### src/rtl/adc_channel_responder.sv
// ADC0808-style responder: answers start/address/oe with per-channel values from a writable
// table after CONV_CYCLES rising edges of the (sampled) adc_clk.
module adc_channel_responder #(
   parameter int                NUM_CH      = 8,
   parameter int                ADDR_W      = 3,
   parameter int                DATA_W      = 8,
   parameter int                CONV_CYCLES = 8,
   parameter logic [DATA_W-1:0] RESET_VAL   = 8'hFF
) (
   input  logic              CLK100MHZ,
   input  logic              reset,
   input  logic              adc_clk,
   input  logic              start,
   input  logic [ADDR_W-1:0] address,
   input  logic              oe,
   output logic [DATA_W-1:0] digital_out,
   output logic              eoc,
   output logic              busy,
   input  logic              cfg_we,
   input  logic [ADDR_W-1:0] cfg_ch,
   input  logic [DATA_W-1:0] cfg_data,
   output logic [15:0]       conv_count
);

   localparam int               CNT_W    = $clog2(CONV_CYCLES) + 1;
   localparam logic [CNT_W-1:0] CNT_LAST = CNT_W'(CONV_CYCLES - 1);

   localparam logic [1:0] S_IDLE    = 2'd0;
   localparam logic [1:0] S_LATCH   = 2'd1;
   localparam logic [1:0] S_CONVERT = 2'd2;

   logic              start_s1, start_s2, start_s3;
   logic              adc_s1, adc_s2, adc_s3;
   logic              start_rise, adc_rise;
   logic [1:0]        state;
   logic [ADDR_W-1:0] addr_q;
   logic [CNT_W-1:0]  cnt;
   logic [DATA_W-1:0] snap;
   logic [DATA_W-1:0] snap_fwd;
   logic [DATA_W-1:0] result;
   logic [DATA_W-1:0] table_q [NUM_CH];

   // NOTE: sequential state uses <= so every flop samples pre-edge values regardless of block order.
   always_ff @(posedge CLK100MHZ) begin
      if (reset) begin
         start_s1 <= 1'b0;
         start_s2 <= 1'b0;
         start_s3 <= 1'b0;
         adc_s1   <= 1'b0;
         adc_s2   <= 1'b0;
         adc_s3   <= 1'b0;
      end else begin
         start_s1 <= start;
         start_s2 <= start_s1;
         start_s3 <= start_s2;
         adc_s1   <= adc_clk;
         adc_s2   <= adc_s1;
         adc_s3   <= adc_s2;
      end
   end

   assign start_rise = start_s2 & ~start_s3;
   assign adc_rise   = adc_s2 & ~adc_s3;

   // NOTE: the table must come out of reset at RESET_VAL, so it is a flop array rather than a RAM.
   always_ff @(posedge CLK100MHZ) begin
      if (reset) begin
         for (int i = 0; i < NUM_CH; i++) table_q[i] <= RESET_VAL;
      end else if (cfg_we) begin
         table_q[cfg_ch] <= cfg_data;
      end
   end

   // A write landing in the snapshot cycle for the same channel is seen by the conversion.
   assign snap_fwd = (cfg_we && (cfg_ch == addr_q)) ? cfg_data : table_q[addr_q];

   always_ff @(posedge CLK100MHZ) begin
      if (reset) begin
         state      <= S_IDLE;
         addr_q     <= '0;
         cnt        <= '0;
         snap       <= '0;
         result     <= '0;
         conv_count <= '0;
      end else if (start_rise) begin
         addr_q <= address;
         cnt    <= '0;
         state  <= S_LATCH;
      end else begin
         case (state)
            S_LATCH: begin
               snap  <= snap_fwd;
               cnt   <= '0;
               state <= S_CONVERT;
            end
            S_CONVERT: begin
               if (adc_rise) begin
                  if (cnt == CNT_LAST) begin
                     result     <= snap;
                     conv_count <= conv_count + 16'd1;
                     state      <= S_IDLE;
                  end else begin
                     cnt <= cnt + 1'b1;
                  end
               end
            end
            default: state <= S_IDLE;
         endcase
      end
   end

   always_ff @(posedge CLK100MHZ) begin
      if (reset) digital_out <= '0;
      else       digital_out <= oe ? result : '0;
   end

   assign eoc  = (state == S_IDLE);
   assign busy = (state == S_LATCH) || (state == S_CONVERT);

endmodule

### config.mk
export PLATFORM = sky130hd
export DESIGN_NAME = adc_channel_responder
export DESIGN_NICKNAME = d
export VERILOG_FILES = /design/src/rtl/adc_channel_responder.sv
export SDC_FILE = /design/constraint.sdc
export NUM_CORES = 1
export LEC_CHECK = 0
export ABC_AREA = 0
export BUFFER_PORTS_ARGS = -buffer_cell sky130_fd_sc_hd__buf_2
export CORE_AREA = 8 8 187 118
export DETAILED_ROUTE_END_ITERATION = 16
export DIE_AREA = 0 0 195 126
export GPL_TIMING_DRIVEN = 0
export PLACE_DENSITY_LB_ADDON = 0.15
export SLEW_MARGIN = 10
export SYNTH_ARGS = -nofsm -noshare
export SYNTH_HDL_FRONTEND = slang
export SYNTH_SLANG_ARGS = --single-unit
### constraint.sdc
create_clock -name CLK100MHZ -period 2.7 [get_ports CLK100MHZ]
set_input_delay 0.27 -clock CLK100MHZ [delete_from_list [all_inputs] [get_ports CLK100MHZ]]
set_output_delay 0.27 -clock CLK100MHZ [all_outputs]
set_load 0.01 [all_outputs]
==> flow_summary.yaml <==
layout:
  drive_above_1_share: 0.223
  diodes: 0
  final_cells: 809
  finalInstanceArea_um2: 6430
  syn_to_final_growth_pct: 21.2
  nNetsFinal: 570
  fin_util: 0.331
grt:
  antenna_found_initial: 2
  grt_pass1_vias: 3828
  grtUsageTotal: 0.116
  grt_overflow: 0
  grt_pass1_wl_um: 21600
  grt_max_degree: 17
synth:
  ys_ff_latch: 119
  synth_ff_type: "edfxtp_1"
  ys.warnings.count: 0
  ys_seq_area_frac: 0.570
  synth_nets: 506
  async_reset_ff_frac: 0
  ys_types: 46
  netlist_area_um2: 5300
  postSynthCellCount: 480
  syn_area_per_cell_um2: 11.0
  synth_edf_count: 64
flow_run:
  maxCapViolations: 0
drt:
  drt_first_iter_violations: 224
  wl_per_cell_um: 17.1
  detail-route-antenna-nets: 0
  routed_wl_um: 13900
  routed_via_density: 4.67
  firstDrtPassIters: 4
  via_count: 3775
  drc_errors: 0
timing:
  tightest_slew_ns: 1.23
  finalCritPeriodShare: 0.903
  fmax_ghz: 0.410
  finalSetupViolations: 0
  hold_slack_ns: 0.0695
  period_needed_ns: 2.44
  finClkSkew_ns: 0.0101
  rsz0062_at_grt: "no"
  max_slew_margin: 0.176
  drv_slew: 0
  finalHoldViolCount: 0
placement:
  placed_area_um2: 5840
  gp_congestion: 0.815
  dp_hpwl_um: 10100
  place_inst: 777
  io_buffer_count: 45
setup_path:
  ff2ff_setup_slack_ns: 0.46
  cp.arrival_ns: 2.54
  critPathLaunch: "reset"
  setup.worst_path.class: "in -> reg"
  start_kind: "input pin"
  path_max_fanout: 10
  reg2reg_to: "conv_count[2]"
  endpoint_kind: "flop"
  crit_end: "table_q[3][2]"
  critPathRequiredTime_ns: 2.80
  r2r-start: "state[0]"
  rr_worst_depth: 9
clocking:
  h-tree-depth: 4
  cts-hold-fix-buffers: 0
  clock_latency_ns: 0.42
  clkSlewWorstSetupHoldPaths_ns: 0.06
  clock_sinks: 119
  cts_root_buf: "clkbuf_16"
  postCtsSetupBuffers: 0
  cts_resized: 0
  cts_buffer_depth: 2
  numCtsBuffers: 17
  cts_tree: "built"
die:
  die_w_um: 195
  die_h_um: 126
  initial_utilization: 0.273
  ios: 46
  coreArea_um2: 19400
  rows: 40
  dieArea_um2: 24600
power:
  power_density_nw_per_um2: 693
  p_comb_frac: 0.052
  p_int_mw: 3.41
  fin_total_pwr_mw: 4.46
  pwr-share-seq: 0.448
  leakage_nw: 2.24
  ir_worst_vdd_mv: 0.378
  swShare: 0.234
  p_sw_mw: 1.04
  clockPowerShare: 0.500
status:
  status: "complete, no violations"
worst_hold_path:
  hp-class: "in -> reg"
## cell type report
class	count	area, µm²
buffer	20	92.6
multi-input combinational	329	2150
fill	2002	13000
timing repair buffer	45	225
inverter	12	45.0
clock buffer	17	425
tap	252	315
sequential	119	3020
clock inverter	15	155
## worst min-delay path by stage
stage               cells after the start  startpoint       end
global route                            2     adc_clk    adc_s1
global placement                        1      adc_s1    adc_s2
finish                                  2       start  start_s1
CTS                                     2       start  start_s1
floorplan                               1     adc_clk    adc_s1
detailed placement                      1    start_s1  start_s2
## cells in the mapped netlist, drive strengths merged, types with 2 or more instances
cell type  instances  area [µm²]
nand2b            31         194
or3                8        50.1
nor3               9        45.0
or4                6        50.1
dfxtp             55        1100
a211oi             8        60.1
nand4              4        25.0
a22oi             14         105
mux2               8        90.1
buf                8        47.5
nand3b             3        35.0
and4               3        26.3
o31ai              5        37.5
nor2              23        86.3
inv               12        45.0
and2              10        62.6
edfxtp            64        1920
ha                 6        75.1
a21oi             29         145
or2               32         200
nor4               2        12.5
o21ai              6        30.0
clkbuf            12        45.0
nor2b             18         113
nand3             19        95.1
nor3b              3        22.5
mux2i             31         310
xnor2              4        35.0
nand2             37         139
## worst max-delay path, cell delays in order
cell and delay [ns]:
buf_2 0.17, nor2b_1 0.31, nand2_1 0.31, nor3b_1 1.05, or2_2 0.42
## cell usage in the layout (no fill, tap or decap), drive strengths merged, types with 4 or more instances in the layout
cell and n:
a211oi 8, a21oi 29, a22oi 14, and2 10, buf 53, clkbuf 29, clkinv 9, dfxtp 55
edfxtp 64, ha 6, inv 14, mux2 8, mux2i 31, nand2 37, nand2b 31, nand3 19
nand4 4, nor2 23, nor2b 18, nor3 9, o21ai 6, o31ai 5, or2 32, or3 8
or4 6, xnor2 4
## logic make-up after synthesis
group	share of synthesized area
AND/OR/NAND/NOR	0.223
AO/OA/AOI/OAI	0.0809
XOR/XNOR	0.00660
buffers and inverters	0.0259
multiplexers	0.0797
adder cells (fa/ha/maj)	0.0142
flip-flops	0.570
## sequential cells by signal, summed over array words and instances, names as in the netlist
| register | cells |
|---|---|
| adc_s1 | 1 |
| table_q | 64 |
| state | 2 |
| adc_s2 | 1 |
| cnt | 4 |
| adc_s3 | 1 |
| digital_out | 8 |
| addr_q | 3 |
| result | 8 |
| start_s3 | 1 |
| snap | 8 |
| start_s1 | 1 |
| conv_count | 16 |
| start_s2 | 1 |
## per-stage QoR
step,TNS [ns],setup WS [ns]
after floorplan,0,0.638
after global placement,-1.15,-0.0800
after detailed placement,-2.07,-0.135
after CTS,0,0.304
after global routing,0,0.0994
final,0,0.262
## power by group through the flow
stage	clock network, mW	logic, mW	registers (mW)
final	2.23	0.230	2.00
after global placement	0	0.230	2.04
after CTS	2.28	0.233	2.00
after floorplan	0	0.138	2.03
after global routing	2.35	0.253	2.00
after detailed placement	0	0.233	2.04
## routing by layer
layer	track usage	wire [µm]	vias to the layer above
met3	0.0293	657	15
li1	-	-	1866
met2	0.173	6010	62
met4	0.0484	217	0
met5	0	0	-
met1	0.158	6970	1832
Power figures use the tool's default switching activity.
